[src/rtl/execute_stage_nlane_if.sv]
// execute_stage_nlane_if
//   Bundles the EX-side inputs and the EX/MEM-side outputs of the N-lane
//   execute stage. Vector signals carry lane i at [i*W +: W].
//   slave  : the execute stage (consumes E-side inputs, drives M outputs)
//   master : upstream/downstream environment (drives E-side, reads outputs)
//   Inputs : ValidE, RegWriteE, MemWriteE, ResultSrcE, BranchE, ALUSrcE,
//            ALUControlE, RD1_E, RD2_E, Imm_Ext_E, PCE, PCPlus4E, RD_E,
//            ForwardA_E, ForwardB_E, FwdLaneA_E, FwdLaneB_E, ResultW,
//            StallM, FlushM
//   Outputs: PCSrcE, PCTargetE, BrLaneE (combinational), ValidM, RegWriteM,
//            MemWriteM, ResultSrcM, RD_M, ALU_ResultM, WriteDataM, PCPlus4M
interface execute_stage_nlane_if #(
    parameter int LANES = 2,
    parameter int XLEN  = 32,
    parameter int LW    = (LANES > 1) ? $clog2(LANES) : 1
);
    logic [LANES-1:0]      ValidE, RegWriteE, MemWriteE, ResultSrcE, BranchE, ALUSrcE;
    logic [3*LANES-1:0]    ALUControlE;
    logic [XLEN*LANES-1:0] RD1_E, RD2_E, Imm_Ext_E, PCE, PCPlus4E, ResultW;
    logic [5*LANES-1:0]    RD_E;
    logic [2*LANES-1:0]    ForwardA_E, ForwardB_E;
    logic [LW*LANES-1:0]   FwdLaneA_E, FwdLaneB_E;
    logic                  StallM, FlushM;

    logic                  PCSrcE;
    logic [XLEN-1:0]       PCTargetE;
    logic [LW-1:0]         BrLaneE;
    logic [LANES-1:0]      ValidM, RegWriteM, MemWriteM, ResultSrcM;
    logic [5*LANES-1:0]    RD_M;
    logic [XLEN*LANES-1:0] ALU_ResultM, WriteDataM, PCPlus4M;

    modport slave (
        input  ValidE, RegWriteE, MemWriteE, ResultSrcE, BranchE, ALUSrcE,
               ALUControlE, RD1_E, RD2_E, Imm_Ext_E, PCE, PCPlus4E, ResultW,
               RD_E, ForwardA_E, ForwardB_E, FwdLaneA_E, FwdLaneB_E,
               StallM, FlushM,
        output PCSrcE, PCTargetE, BrLaneE, ValidM, RegWriteM, MemWriteM,
               ResultSrcM, RD_M, ALU_ResultM, WriteDataM, PCPlus4M
    );

    modport master (
        output ValidE, RegWriteE, MemWriteE, ResultSrcE, BranchE, ALUSrcE,
               ALUControlE, RD1_E, RD2_E, Imm_Ext_E, PCE, PCPlus4E, ResultW,
               RD_E, ForwardA_E, ForwardB_E, FwdLaneA_E, FwdLaneB_E,
               StallM, FlushM,
        input  PCSrcE, PCTargetE, BrLaneE, ValidM, RegWriteM, MemWriteM,
               ResultSrcM, RD_M, ALU_ResultM, WriteDataM, PCPlus4M
    );
endinterface

[src/rtl/execute_stage_nlane.sv]
// execute_stage_nlane
//   N-lane execute stage of the multi-issue core. Per lane: operand
//   forwarding from any lane's M or W result, 8-op ALU, branch resolution.
//   Owns the EX/MEM register with stall, flush and squash of lanes younger
//   than the oldest taken branch (lane 0 is oldest).
//   clk : rising-edge clock
//   rst : asynchronous active-low reset (clears every registered output)
//   bus : execute_stage_nlane_if.slave (E-side inputs, redirect, M outputs)
module execute_stage_nlane #(
    parameter int LANES = 2,
    parameter int XLEN  = 32,
    parameter int LW    = (LANES > 1) ? $clog2(LANES) : 1
) (
    input  logic                  clk,
    input  logic                  rst,
    execute_stage_nlane_if.slave  bus
);

    // Forward mux: 01 = W result, 10 = current M result, 00/11 = regfile.
    // A lane index beyond LANES (possible when LANES is not a power of two)
    // falls back to the regfile value.
    function automatic logic [XLEN-1:0] fwd_sel(
        input logic [XLEN-1:0]       rf,
        input logic [1:0]            sel,
        input logic [LW-1:0]         src,
        input logic [XLEN*LANES-1:0] w_vec,
        input logic [XLEN*LANES-1:0] m_vec
    );
        int s;
        s = int'(src);
        fwd_sel = rf;
        if (s < LANES) begin
            if (sel == 2'b01)      fwd_sel = w_vec[s*XLEN +: XLEN];
            else if (sel == 2'b10) fwd_sel = m_vec[s*XLEN +: XLEN];
        end
    endfunction

    function automatic logic [XLEN-1:0] alu_op(
        input logic [2:0]      op,
        input logic [XLEN-1:0] a,
        input logic [XLEN-1:0] b
    );
        logic signed [XLEN-1:0] sa, sb;
        sa     = a;
        sb     = b;
        alu_op = '0;
        case (op)
            3'b000: alu_op    = a + b;
            3'b001: alu_op    = a - b;
            3'b010: alu_op    = a & b;
            3'b011: alu_op    = a | b;
            3'b100: alu_op    = a ^ b;
            3'b101: alu_op[0] = (sa < sb);
            3'b110: alu_op    = a << b[4:0];
            3'b111: alu_op    = a >> b[4:0];
        endcase
    endfunction

    logic [LANES-1:0]      valid_q, regwrite_q, memwrite_q, resultsrc_q;
    logic [LANES-1:0]      valid_d, regwrite_d, memwrite_d, resultsrc_d;
    logic [5*LANES-1:0]    rd_q, rd_d;
    logic [XLEN*LANES-1:0] alu_q, alu_d, wd_q, wd_d, pc4_q, pc4_d;

    logic [XLEN*LANES-1:0] alu_res, srcb_int, target;
    logic [LANES-1:0]      taken, squash;
    logic                  any_taken;
    logic [LW-1:0]         br_lane;

    // ---- EX: operand selection, ALU, branch condition per lane ----
    always_comb begin
        logic [XLEN-1:0] a, bint, b, r;
        a        = '0;
        bint     = '0;
        b        = '0;
        r        = '0;
        alu_res  = '0;
        srcb_int = '0;
        target   = '0;
        taken    = '0;
        for (int i = 0; i < LANES; i++) begin
            a    = fwd_sel(bus.RD1_E[i*XLEN +: XLEN], bus.ForwardA_E[2*i +: 2],
                           bus.FwdLaneA_E[LW*i +: LW], bus.ResultW, alu_q);
            bint = fwd_sel(bus.RD2_E[i*XLEN +: XLEN], bus.ForwardB_E[2*i +: 2],
                           bus.FwdLaneB_E[LW*i +: LW], bus.ResultW, alu_q);
            b    = bus.ALUSrcE[i] ? bus.Imm_Ext_E[i*XLEN +: XLEN] : bint;
            r    = alu_op(bus.ALUControlE[3*i +: 3], a, b);
            alu_res[i*XLEN +: XLEN]  = r;
            srcb_int[i*XLEN +: XLEN] = bint;
            target[i*XLEN +: XLEN]   = bus.PCE[i*XLEN +: XLEN] + bus.Imm_Ext_E[i*XLEN +: XLEN];
            taken[i] = bus.ValidE[i] & bus.BranchE[i] & (r == '0);
        end
    end

    // Oldest taken branch wins; every lane after it in the bundle is squashed.
    always_comb begin
        any_taken = 1'b0;
        br_lane   = '0;
        squash    = '0;
        for (int i = 0; i < LANES; i++) begin
            if (any_taken) begin
                squash[i] = 1'b1;
            end else if (taken[i]) begin
                any_taken = 1'b1;
                br_lane   = LW'(i);
            end
        end
    end

    // The redirect is held back while M stalls; upstream keeps the EX inputs
    // steady so it issues exactly once, in the cycle the stall releases.
    assign bus.PCSrcE    = any_taken & ~bus.StallM;
    assign bus.PCTargetE = target[int'(br_lane)*XLEN +: XLEN];
    assign bus.BrLaneE   = br_lane;

    // ---- EX/MEM register next state: flush > stall > load ----
    always_comb begin
        valid_d     = valid_q;
        regwrite_d  = regwrite_q;
        memwrite_d  = memwrite_q;
        resultsrc_d = resultsrc_q;
        rd_d        = rd_q;
        alu_d       = alu_q;
        wd_d        = wd_q;
        pc4_d       = pc4_q;
        if (bus.FlushM) begin
            valid_d     = '0;
            regwrite_d  = '0;
            memwrite_d  = '0;
            resultsrc_d = '0;
            rd_d        = '0;
            alu_d       = '0;
            wd_d        = '0;
            pc4_d       = '0;
        end else if (!bus.StallM) begin
            valid_d     = bus.ValidE & ~squash;
            regwrite_d  = bus.RegWriteE & valid_d;
            memwrite_d  = bus.MemWriteE & valid_d;
            resultsrc_d = bus.ResultSrcE;
            rd_d        = bus.RD_E;
            alu_d       = alu_res;
            wd_d        = srcb_int;
            pc4_d       = bus.PCPlus4E;
        end
    end

    // ---- MEM: EX/MEM pipeline register ----
    always_ff @(posedge clk or negedge rst) begin
        if (!rst) begin
            valid_q     <= '0;
            regwrite_q  <= '0;
            memwrite_q  <= '0;
            resultsrc_q <= '0;
            rd_q        <= '0;
            alu_q       <= '0;
            wd_q        <= '0;
            pc4_q       <= '0;
        end else begin
            valid_q     <= valid_d;
            regwrite_q  <= regwrite_d;
            memwrite_q  <= memwrite_d;
            resultsrc_q <= resultsrc_d;
            rd_q        <= rd_d;
            alu_q       <= alu_d;
            wd_q        <= wd_d;
            pc4_q       <= pc4_d;
        end
    end

    assign bus.ValidM      = valid_q;
    assign bus.RegWriteM   = regwrite_q;
    assign bus.MemWriteM   = memwrite_q;
    assign bus.ResultSrcM  = resultsrc_q;
    assign bus.RD_M        = rd_q;
    assign bus.ALU_ResultM = alu_q;
    assign bus.WriteDataM  = wd_q;
    assign bus.PCPlus4M    = pc4_q;

endmodule

[src/flat_wrapper.sv]
// flat-port wrapper written by rule: the top's interface ports become plain ports
module execute_stage_nlane_flat 
#(
    parameter int LANES = 2,
    parameter int XLEN  = 32,
    parameter int LW    = (LANES > 1) ? $clog2(LANES) : 1
)
  (clk, rst, bus_ValidE, bus_RegWriteE, bus_MemWriteE, bus_ResultSrcE, bus_BranchE, bus_ALUSrcE, bus_ALUControlE, bus_RD1_E, bus_RD2_E, bus_Imm_Ext_E, bus_PCE, bus_PCPlus4E, bus_ResultW, bus_RD_E, bus_ForwardA_E, bus_ForwardB_E, bus_FwdLaneA_E, bus_FwdLaneB_E, bus_StallM, bus_FlushM, bus_PCSrcE, bus_PCTargetE, bus_BrLaneE, bus_ValidM, bus_RegWriteM, bus_MemWriteM, bus_ResultSrcM, bus_RD_M, bus_ALU_ResultM, bus_WriteDataM, bus_PCPlus4M);
  execute_stage_nlane_if #(.LANES(LANES), .XLEN(XLEN), .LW(LW)) bus_i ();
  input  logic clk;
  input  logic rst;
  input wire logic [$bits(bus_i.ValidE)-1:0] bus_ValidE;
  input wire logic [$bits(bus_i.RegWriteE)-1:0] bus_RegWriteE;
  input wire logic [$bits(bus_i.MemWriteE)-1:0] bus_MemWriteE;
  input wire logic [$bits(bus_i.ResultSrcE)-1:0] bus_ResultSrcE;
  input wire logic [$bits(bus_i.BranchE)-1:0] bus_BranchE;
  input wire logic [$bits(bus_i.ALUSrcE)-1:0] bus_ALUSrcE;
  input wire logic [$bits(bus_i.ALUControlE)-1:0] bus_ALUControlE;
  input wire logic [$bits(bus_i.RD1_E)-1:0] bus_RD1_E;
  input wire logic [$bits(bus_i.RD2_E)-1:0] bus_RD2_E;
  input wire logic [$bits(bus_i.Imm_Ext_E)-1:0] bus_Imm_Ext_E;
  input wire logic [$bits(bus_i.PCE)-1:0] bus_PCE;
  input wire logic [$bits(bus_i.PCPlus4E)-1:0] bus_PCPlus4E;
  input wire logic [$bits(bus_i.ResultW)-1:0] bus_ResultW;
  input wire logic [$bits(bus_i.RD_E)-1:0] bus_RD_E;
  input wire logic [$bits(bus_i.ForwardA_E)-1:0] bus_ForwardA_E;
  input wire logic [$bits(bus_i.ForwardB_E)-1:0] bus_ForwardB_E;
  input wire logic [$bits(bus_i.FwdLaneA_E)-1:0] bus_FwdLaneA_E;
  input wire logic [$bits(bus_i.FwdLaneB_E)-1:0] bus_FwdLaneB_E;
  input wire logic [$bits(bus_i.StallM)-1:0] bus_StallM;
  input wire logic [$bits(bus_i.FlushM)-1:0] bus_FlushM;
  output wire logic [$bits(bus_i.PCSrcE)-1:0] bus_PCSrcE;
  output wire logic [$bits(bus_i.PCTargetE)-1:0] bus_PCTargetE;
  output wire logic [$bits(bus_i.BrLaneE)-1:0] bus_BrLaneE;
  output wire logic [$bits(bus_i.ValidM)-1:0] bus_ValidM;
  output wire logic [$bits(bus_i.RegWriteM)-1:0] bus_RegWriteM;
  output wire logic [$bits(bus_i.MemWriteM)-1:0] bus_MemWriteM;
  output wire logic [$bits(bus_i.ResultSrcM)-1:0] bus_ResultSrcM;
  output wire logic [$bits(bus_i.RD_M)-1:0] bus_RD_M;
  output wire logic [$bits(bus_i.ALU_ResultM)-1:0] bus_ALU_ResultM;
  output wire logic [$bits(bus_i.WriteDataM)-1:0] bus_WriteDataM;
  output wire logic [$bits(bus_i.PCPlus4M)-1:0] bus_PCPlus4M;
  assign bus_i.ValidE = bus_ValidE;
  assign bus_i.RegWriteE = bus_RegWriteE;
  assign bus_i.MemWriteE = bus_MemWriteE;
  assign bus_i.ResultSrcE = bus_ResultSrcE;
  assign bus_i.BranchE = bus_BranchE;
  assign bus_i.ALUSrcE = bus_ALUSrcE;
  assign bus_i.ALUControlE = bus_ALUControlE;
  assign bus_i.RD1_E = bus_RD1_E;
  assign bus_i.RD2_E = bus_RD2_E;
  assign bus_i.Imm_Ext_E = bus_Imm_Ext_E;
  assign bus_i.PCE = bus_PCE;
  assign bus_i.PCPlus4E = bus_PCPlus4E;
  assign bus_i.ResultW = bus_ResultW;
  assign bus_i.RD_E = bus_RD_E;
  assign bus_i.ForwardA_E = bus_ForwardA_E;
  assign bus_i.ForwardB_E = bus_ForwardB_E;
  assign bus_i.FwdLaneA_E = bus_FwdLaneA_E;
  assign bus_i.FwdLaneB_E = bus_FwdLaneB_E;
  assign bus_i.StallM = bus_StallM;
  assign bus_i.FlushM = bus_FlushM;
  assign bus_PCSrcE = bus_i.PCSrcE;
  assign bus_PCTargetE = bus_i.PCTargetE;
  assign bus_BrLaneE = bus_i.BrLaneE;
  assign bus_ValidM = bus_i.ValidM;
  assign bus_RegWriteM = bus_i.RegWriteM;
  assign bus_MemWriteM = bus_i.MemWriteM;
  assign bus_ResultSrcM = bus_i.ResultSrcM;
  assign bus_RD_M = bus_i.RD_M;
  assign bus_ALU_ResultM = bus_i.ALU_ResultM;
  assign bus_WriteDataM = bus_i.WriteDataM;
  assign bus_PCPlus4M = bus_i.PCPlus4M;
  execute_stage_nlane #(.LANES(LANES), .XLEN(XLEN), .LW(LW)) u_core (.clk(clk), .rst(rst), .bus(bus_i));
endmodule
[config.mk]
export PLATFORM = sky130hd
export DESIGN_NAME = execute_stage_nlane_flat
export DESIGN_NICKNAME = d
export VERILOG_FILES = /design/src/rtl/execute_stage_nlane_if.sv /design/src/rtl/execute_stage_nlane.sv /design/src/flat_wrapper.sv
export SDC_FILE = /design/constraint.sdc
export NUM_CORES = 2
export LEC_CHECK = 0
export CORE_MARGIN = 3
export CORE_UTILIZATION = 30
export CTS_BUF_LIST = sky130_fd_sc_hd__clkbuf_4 sky130_fd_sc_hd__clkbuf_8 sky130_fd_sc_hd__clkbuf_16
export DETAILED_ROUTE_END_ITERATION = 10
export PLACE_DENSITY_LB_ADDON = 0.25
export SYNTH_ARGS = -nofsm -noshare
export SYNTH_HDL_FRONTEND = slang
export SYNTH_SLANG_ARGS = --single-unit
export TNS_END_PERCENT = 1
[constraint.sdc]
create_clock -name clk -period 22.1 [get_ports clk]
set_input_delay 2.21 -clock clk [delete_from_list [all_inputs] [get_ports clk]]
set_output_delay 2.21 -clock clk [all_outputs]
set_load 0.02 [all_outputs]
==> flow_summary.yaml <==
global_route:
  grt_max_degree: 111
  antenna_found_initial: 54
  grt_pass1_wl_mm: 361
  grt_use_total: 0.430
  grt_overflow_total: 0
  grt_pass1_vias: 41016
clock_tree:
  cts.htree.levels: 1
  clockBufferDepth: 3
  clock-root-buffer: "clkbuf_16"
  cts_tree: "done"
  postCtsHoldBufs: 0
  cts_resized: 0
  clock-sinks: 210
  post_cts_buffers: 0
  cts_buffers: 29
  clk_pin_slew_ns: 0.07
  clk_latency_ns: 0.66
final_layout:
  drive_gt1_frac: 0.0747
  fin_cells: 6814
  syn_to_final_growth_pct: 28.5
  nets: 5931
route:
  met1Wirelength_mm: 105
  wl_mm: 272
  drc: 1
  dr.max_layer_used: "met5"
  drtIter0Drc: 5881
  first_pass_iters: 11
  vias: 43909
  met2_length_mm: 116
  wl_per_cell_um: 39.9
  route.met3.wl_mm: 26.2
  vias_per_cell: 6.44
  ant_nets: 0
sta:
  finalCritPeriodShare: 0.606
  rsz0062_at_grt: "no"
  tightest_slew_ns: 1.55
  drv_slew: 4
  fin_crit_ns: 13.40
  tns_ns: 0
  max_clock_freq_ghz: 0.0746
  hold_violations: 0
  setup_violations: 0
  relSlewSlack: -0.0364
  skew_ns: 0.0441
logic_synthesis:
  ys_ff_latch: 210
  synth.distinct_cells: 97
  yosysSeqAreaShare: 0.151
  synthMuxAreaShare: 0.192
  netlist_instances: 4709
  avgSynthCellArea_um2: 7.39
  synth-xor-area-share: 0.0264
  synth_edf_count: 0
  yosys_warnings: 0
  synth_top_family_by_area: "compound AO/OA/AOI/OAI gates"
  syn_area_mm2: 0.0348
  synth-simple-area-share: 0.186
  synth_compound_area_frac: 0.282
  ys.flop_type: "dfrtp_1"
  synth_nets: 5399
  synth-async-reset-ratio: 1.00
  synth_fa_ha_area_frac: 0.0954
setup_path:
  critical_path_class: "input port to output port"
  path_max_fanout: 41
  worstSetupStartpointType: "input port"
  crit_required_ns: 19.89
  end_kind: "output port"
  r2r_slack_ns: 14.36
  critPathArrivalTime_ns: 11.19
power:
  powerDensity_mw_per_mm2: 61.6
  swShare: 0.533
  comb_power_share: 0.644
  p_switching_w: 0.00147
  p_int_w: 0.00129
  leakage_nw: 19.2
  p_seq_frac: 0.169
  clock_power_share: 0.187
  irDropWorstVdd_mv: 0.0600
outcome:
  violations: "design-rule violations, max-capacitance violations, max-slew violations"
  status: "finished with violations"
placed_design:
  gp_congestion: 1.18
  port_buffers: 671
  hpwl_mm: 221
  placedCellCount: 6722
die:
  core_mm2: 0.115
  row_count: 124
  die_y_um: 347
  io_pins: 672
  start_util: 0.303
  dieArea_mm2: 0.120
  fp.dieW_um: 347
flow_run:
  maxCapViolCount: 1
hold_path:
  holdCritPathClass: "flip-flop to flip-flop"
## sequential cells by signal (all words and copies together), names as in the netlist
name and count:
u_core.bus.ResultSrcM 2, u_core.bus.RD_M 10, u_core.bus.ValidM 2, u_core.bus.PCPlus4M 64, u_core.bus.MemWriteM 2, u_core.bus.ALU_ResultM 64
u_core.bus.WriteDataM 64, u_core.bus.RegWriteM 2
## synth_stat cells, types with 89 or more instances
cell,instances,area [um2]
a211oi_1,247,1850
a21oi_1,367,1840
clkbuf_1,229,860
dfrtp_1,210,5260
ha_1,256,3200
inv_1,225,845
mux2i_1,609,6100
nand2_1,286,1070
nor2_1,664,2490
nor2b_1,134,838
nor3_1,89,445
o21ai_0,224,1120
## metal layers
| metal | track usage | vias up |
|---|---|---|
| li1 | - | 18447 |
| met1 | 0.526 | 21610 |
| met2 | 0.655 | 3041 |
| met3 | 0.109 | 797 |
| met4 | 0.314 | 14 |
| met5 | 0 | - |
## through the flow
step                setup slack, ns  power (W)  area (um2)  hold slack (ns)  utilization
finish                         8.70    0.00276       44700            0.493        0.390
global route                   8.30    0.00282       44700            0.504        0.389
CTS                            8.92    0.00269       44600            0.489        0.389
detailed placement             8.95    0.00217       43700            0.473        0.380
global placement               9.13    0.00219       43700            0.471        0.380
floorplan                     11.44    0.00135       34800            0.595            -
## power by group through the flow
| stage | clock, W | sequential [W] | combinational, W |
|---|---|---|---|
| after CTS | 0.000520 | 0.000462 | 0.00171 |
| after global placement | 0 | 0.000469 | 0.00172 |
| after global routing | 0.000530 | 0.000466 | 0.00182 |
| after detailed placement | 0 | 0.000469 | 0.00170 |
| after floorplan | 0 | 0.000478 | 0.000871 |
| final | 0.000516 | 0.000467 | 0.00177 |
## layout make-up
cell class / count / area, um2
diodes: 39 / 97.6
clock buffers: 40 / 852
clock inverters: 13 / 136
fillers: 12154 / 70100
inverters: 239 / 902
multi-input cells: 3912 / 27600
flip-flops and latches: 210 / 5260
well taps: 1512 / 1890
repair buffers: 849 / 8020
## cells in the final DEF, fill, tap and decap left out, types with 12 or more instances in the layout
cell,count
nor2_1,660
clkdlybuf4s50_1,658
mux2i_1,609
a21oi_1,362
nand2_1,286
ha_1,256
a211oi_1,245
inv_1,224
o21ai_0,223
dfrtp_1,210
buf_4,182
nor2b_1,131
nor3_1,88
o22ai_1,80
xnor2_1,72
nand3_1,62
o211ai_1,51
nand2b_1,48
a21o_1,42
diode_2,39
a22oi_1,37
a31oi_1,35
o32ai_2,35
mux2_2,34
a221oi_1,34
o221ai_1,33
xor2_1,33
nand4_1,31
clkbuf_16,29
o21a_1,28
nor4_1,24
and3_1,22
o21bai_1,22
o32ai_1,20
o31ai_1,20
or3_1,18
or2_2,14
o211a_1,14
a311oi_1,13
o2111ai_1,12
## final timing paths
| path | start | end | cells past startpoint |
|---|---|---|---|
| worst max-delay path | bus_ForwardB_E[0] | bus_PCTargetE[18] | 25 |
| worst min-delay path | u_core.bus.ValidM[1] | u_core.bus.ValidM[1] | 1 |
| min in group asynchronous | rst | u_core.bus.WriteDataM[50] | 1 |
| max in group asynchronous | rst | u_core.bus.WriteDataM[6] | 2 |
| worst min register to register | u_core.bus.ValidM[1] | u_core.bus.ValidM[1] | 1 |
| worst max register to register | u_core.bus.ALU_ResultM[3] | u_core.bus.RegWriteM[1] | 20 |
## critical path, cell delays in order
cell and delay, ns:
clkdlybuf4s50_1 0.75, nand2b_2 0.47, buf_4 0.55, a211oi_1 0.14
o41a_2 0.77, inv_2 0.17, ha_1 0.20, inv_1 0.07
fa_1 0.46, nor2_1 0.15, o221ai_1 0.19, a211oi_1 0.60
o21ai_0 0.38, a31o_2 0.37, o21ai_0 0.20, mux2i_1 0.33
o211ai_1 0.21, nor4_1 0.35, nand4_1 0.20, or4_4 0.63
nor4_4 0.40, a21oi_4 0.09, buf_4 0.29, mux2_2 0.31
clkdlybuf4s50_1 0.61
## logic make-up after synthesis
group           count (synthesis)
compound gates               1457
fa+ha+maj                     262
buf+inv                       587
xor+xnor                      105
flops                         210
mux                           654
simple gates                 1434
No activity file was read; power rests on OpenSTA's default activity.
